## config.mk

```make
export PLATFORM = sky130hd
export DESIGN_NAME = spi_cmd_ctrl
export DESIGN_NICKNAME = d
export VERILOG_FILES = /design/src/rtl/spi_cmd_ctrl.sv
export SDC_FILE = /design/constraint.sdc
export NUM_CORES = 1
export LEC_CHECK = 0
export ABC_AREA = 1
export BUFFER_PORTS_ARGS = -buffer_cell sky130_fd_sc_hd__clkbuf_2
export CAP_MARGIN = 20
export CORE_UTILIZATION = 40
export DETAILED_ROUTE_END_ITERATION = 6
export MAX_ROUTING_LAYER = met4
export PLACE_DENSITY_LB_ADDON = 0.08
export RECOVER_POWER = 100
export SLEW_MARGIN = 20
export SYNTH_ARGS = -nofsm -noshare
export SYNTH_HDL_FRONTEND = slang
export SYNTH_SLANG_ARGS = --single-unit
```

## constraint.sdc

```tcl
create_clock -name clk -period 4.3 [get_ports clk]
set_input_delay 0.215 -clock clk [delete_from_list [all_inputs] [get_ports clk]]
set_output_delay 0.215 -clock clk [all_outputs]
set_load 0.05 [all_outputs]
```

## src/rtl/spi_cmd_ctrl.sv

```systemverilog
// spi_cmd_ctrl -- command/register controller behind a byte-oriented SPI slave.
// Every transfer (ssel_active high) starts with a command byte. Its fields select
// write/read, auto-increment and a start address. The data bytes that follow are
// written into, or read out of, a small register file. Address 7 is a read-only
// view of the illegal-command counter.
// Ports:
//   clk, rst_n   system clock (rising edge), async active-low reset
//   ssel_active  synchronized chip-select, high while a transfer is open
//   rx_valid     one-cycle strobe, rx_data holds a complete received byte
//   rx_data      received byte
//   tx_data      registered byte the slave shifts out next
//   led          reg[0] bit 0
//   ctrl_out     reg[1]
//   err_cnt      saturating count of illegal commands
//   state_o      FSM state, for debug
module spi_cmd_ctrl #(
  parameter logic [7:0] STATUS_BYTE = 8'hA5,
  parameter logic [7:0] ERR_BYTE    = 8'hEE,
  parameter logic [7:0] CTRL_RST    = 8'h00
) (
  input  logic       clk,
  input  logic       rst_n,
  input  logic       ssel_active,
  input  logic       rx_valid,
  input  logic [7:0] rx_data,
  output logic [7:0] tx_data,
  output logic       led,
  output logic [7:0] ctrl_out,
  output logic [7:0] err_cnt,
  output logic [2:0] state_o
);

  typedef enum logic [2:0] {
    IDLE = 3'd0,
    CMD  = 3'd1,
    WR   = 3'd2,
    RD   = 3'd3,
    ERR  = 3'd4
  } state_t;

  state_t          state;
  logic [2:0]      addr;
  logic            ai;
  logic [6:0][7:0] regs;

  logic [2:0]      nxt_addr;
  logic [7:0]      rd_start;
  logic [7:0]      rd_next;

  // Read mux over registered state only: a read never sees a same-cycle write.
  always_comb begin
    nxt_addr = ai ? addr + 3'd1 : addr;   // 3-bit add wraps 7 -> 0
    rd_start = (rx_data[2:0] == 3'd7) ? err_cnt : regs[rx_data[2:0]];
    rd_next  = (nxt_addr == 3'd7)     ? err_cnt : regs[nxt_addr];
  end

  always_ff @(posedge clk or negedge rst_n) begin
    if (!rst_n) begin
      state   <= IDLE;
      addr    <= 3'd0;
      ai      <= 1'b0;
      regs    <= {7{CTRL_RST}};
      err_cnt <= 8'h00;
      tx_data <= STATUS_BYTE;
    end else if (!ssel_active) begin
      // Chip-select low wins over a coincident rx_valid: that byte is dropped.
      state   <= IDLE;
      tx_data <= STATUS_BYTE;
    end else begin
      case (state)
        IDLE: begin
          state   <= CMD;
          tx_data <= STATUS_BYTE;
        end
        CMD: if (rx_valid) begin
          ai   <= rx_data[6];
          addr <= rx_data[2:0];
          if (rx_data[5:3] != 3'b000) begin
            state   <= ERR;
            tx_data <= ERR_BYTE;
            if (err_cnt != 8'hFF) err_cnt <= err_cnt + 8'd1;
          end else if (rx_data[7]) begin
            state   <= WR;
            tx_data <= STATUS_BYTE;
          end else begin
            state   <= RD;
            tx_data <= rd_start;
          end
        end
        WR: if (rx_valid) begin
          if (addr != 3'd7) regs[addr] <= rx_data;  // address 7 silently ignored
          tx_data <= rx_data;
          addr    <= nxt_addr;
        end
        RD: if (rx_valid) begin
          // Dummy byte: step first, then present the new location.
          addr    <= nxt_addr;
          tx_data <= rd_next;
        end
        ERR: tx_data <= ERR_BYTE;
        default: begin
          state   <= IDLE;
          tx_data <= STATUS_BYTE;
        end
      endcase
    end
  end

  assign led      = regs[0][0];
  assign ctrl_out = regs[1];
  assign state_o  = state;

endmodule

```

==> metrics.txt <==
pre-CTS WS 1.493 ns; Worst EP required 4.58 ns; WS Path Type reg -> reg; placed cells ~860; nets@finish 745; first-pass GRT wire length 25160 um; final cell count without fillers 878; Setup WS post-layout 1.030 ns; CTS tree built; critical-path maximum fanout 17; asr flop ratio synth 100.0%; fin crit period 3.270 ns; Combinational Power Share between 40% and 50%; Cell Area, Synth 4803 um^2; placed wire-length estimate 10940 um; unrepaired setup endpoints after global routing no; CP endpoint kind flip-flop; Cell Area, Placed 4991 um^2; Fill cells 1242; Pins Over Slew Limit 108; Die Y 111.6 um; clock tree sinks 79; Clock power frac 25.9%; via/cell ratio roughly 5.4; period utilization roughly three quarters; CTS buffer count 9; Pint 1.656 mW; clock latency at the later pin of the worst-skew pair about 0.35 ns; Die X 111.6 um; post-synth top area share 39.07%; top cells by count, synth nand2_1, nand3_1, inv_1, dfrtp_1, o21ai_0; initial antenna violation count 0; worst slew pin tran 2.340 ns; Post-synth top flop dfrtp_1; total power 3.073 mW; final core occ 45.31%; status finished, violations left; initial DRC count 404; most frequent cell after synthesis nand2_1; diode count 0; post-CTS setup repair buffer count 0; Post-Route Skew 0.006066 ns; core region area 11560 um^2; max-cap violations 3; Antenna Violating Nets Remaining 0; post-route cell area 5240 um^2; largest cells by area after synthesis dfrtp_1, nand2_1, nand3_1; Cell Rows 39; vias post-DR 4698; initial core utilization roughly two fifths; final hold vios 0; clock root cell clkbuf_16; DR WL/cell 17.88 um; WL final 15700 um; Synth Warn # 0; clock slew at reported path FFs approximately 0.060 ns; Net Sw Frac between 40% and 50%; EDFF count, synth 0; Port Buffer Count 39; Syn Area/Cell roughly 6.7 um^2; relative slew slack -57.68%; number of synthesized register bits 79; setup violators final 0; Synth area leader dfrtp_1; die area 12450 um^2; Unique masters post-synth 26; Max clock buf depth 2; sw power 1.417 mW; layout cells sized above 1 4.762%; vias in the first global route around 4500; gr ovfl total 0; LEAKAGE between 2 and 3 nW; # resized after CTS 0; setup TNS 0 ns; worst min path class in -> reg; routability cong. roughly 0.9; Seq pwr share between 20% and 30%; total global-route track usage 27.74%; Detailed Routing Iterations Pass 1 7; WHS 0.2529 ns; Pwr Density approximately 590 nW/um^2; Max IR drop VDD between 0.2 and 0.3 mV; Cells after Synth 716; register area 1982 um^2; FMAX between 300 and 400 MHz; element type at the critical path start flip-flop; Critical Path AT around 3.6 ns; Top Ports 40; multi-input logic area between 2000 and 2500 um^2; P&R area growth vs syn 9.091%; largest net degree at the start of global routing 80; syn_nets 731; failing checks design-rule violations, max-capacitance violations, max-slew violations; # DRC 5; CTS H-tree lvls 3; Seq/Total Area, Yosys 41.26%
==> worst paths after layout <==
check | cells after the start | from | end | slack, ns
setup / recovery | 8 | addr[1] | tx_data[7] | 1.03
hold / removal | 5 | rx_data[5] | tx_data[5] | 0.25
setup reg to reg | 8 | addr[1] | tx_data[7] | 1.03
hold reg to reg | 2 | regs[52] | regs[52] | 0.48
max in group asynchronous | 2 | rst_n | regs[45] | 2.17
min in group asynchronous | 2 | rst_n | regs[17] | 0.97
==> flip-flops by register name, summed over array words and instances (netlist names) <==
signal    flops
tx_data       8
addr          3
regs         47
ai            1
state_o       3
ctrl_out      8
err_cnt       8
led           1
==> kinds of logic after synthesis <==
| logic type | after synthesis | share of synthesized area [%] |
|---|---|---|
| simple gates | 408 | 36.00 |
| buf+inv | 132 | 11.36 |
| compound gates | 88 | 9.508 |
| flops | 79 | 41.26 |
| xor+xnor | 6 | 1.094 |
| fa+ha+maj | 3 | 0.7815 |
==> per-layer routing <==
| metal | wire, um | vias up | global-route usage [%] |
|---|---|---|---|
| li1 | - | 2282 | - |
| met1 | 7618 | 2253 | 38.27 |
| met2 | 6926 | 132 | 40.00 |
| met3 | 738 | 31 | 4.573 |
| met4 | 414 | 0 | 12.25 |
| met5 | 0 | - | - |
==> final cells by class <==
type | instances | area share, %
multi-input cells | 505 | 42.81
clock inverters | 5 | 1.074
flip-flops and latches | 79 | 37.82
well taps | 143 | 3.415
repair buffers | 40 | 3.247
inverters | 95 | 6.805
clock buffers | 11 | 4.823
==> cell usage in the layout, fill, tap and decap left out <==
cell type	n
dfstp_2	4
inv_1	93
nor2_2	1
a21oi_1	11
nand3b_1	2
o21ai_1	1
nor3_1	3
dfrtp_1	75
clkbuf_2	11
clkbuf_16	9
nand3_1	107
o22ai_1	1
nand2_1	230
clkbuf_1	28
ha_1	3
clkinvlp_4	1
or2_1	1
bufinv_16	1
clkinv_2	2
nor2_1	55
o2111ai_1	1
xor2_1	6
o21ai_2	1
clkinv_4	1
nand4_1	9
dlygate4sd3_1	1
o21ai_0	73
clkbuf_8	2
inv_2	2
==> power groups by stage <==
| stage | combinational [mW] | sequential (mW) | clock (mW) |
|---|---|---|---|
| after floorplan | 0.878 | 1.04 | 0 |
| after global placement | 1.36 | 0.928 | 0 |
| after detailed placement | 1.36 | 0.931 | 0 |
| final | 1.37 | 0.911 | 0.797 |
| after CTS | 1.37 | 0.918 | 0.810 |
| after global routing | 1.51 | 0.921 | 0.840 |
==> timing repair <==
item | in CTS | in global routing
hold endpoints to repair | 0 | 50
hold buffers | 0 | 1
setup endpoints to repair | 0 | 0
==> critical path: stages, from the launching register on <==
cell and delay [ns]:
dfrtp_1 0.39, inv_1 0.11, o21ai_0 1.76, o21ai_0 0.27
nor2_1 0.21, nor2_1 0.08, nor2_1 0.17, nor2_1 0.10
nor2_1 0.09
(Power assumes the default switching activity.)
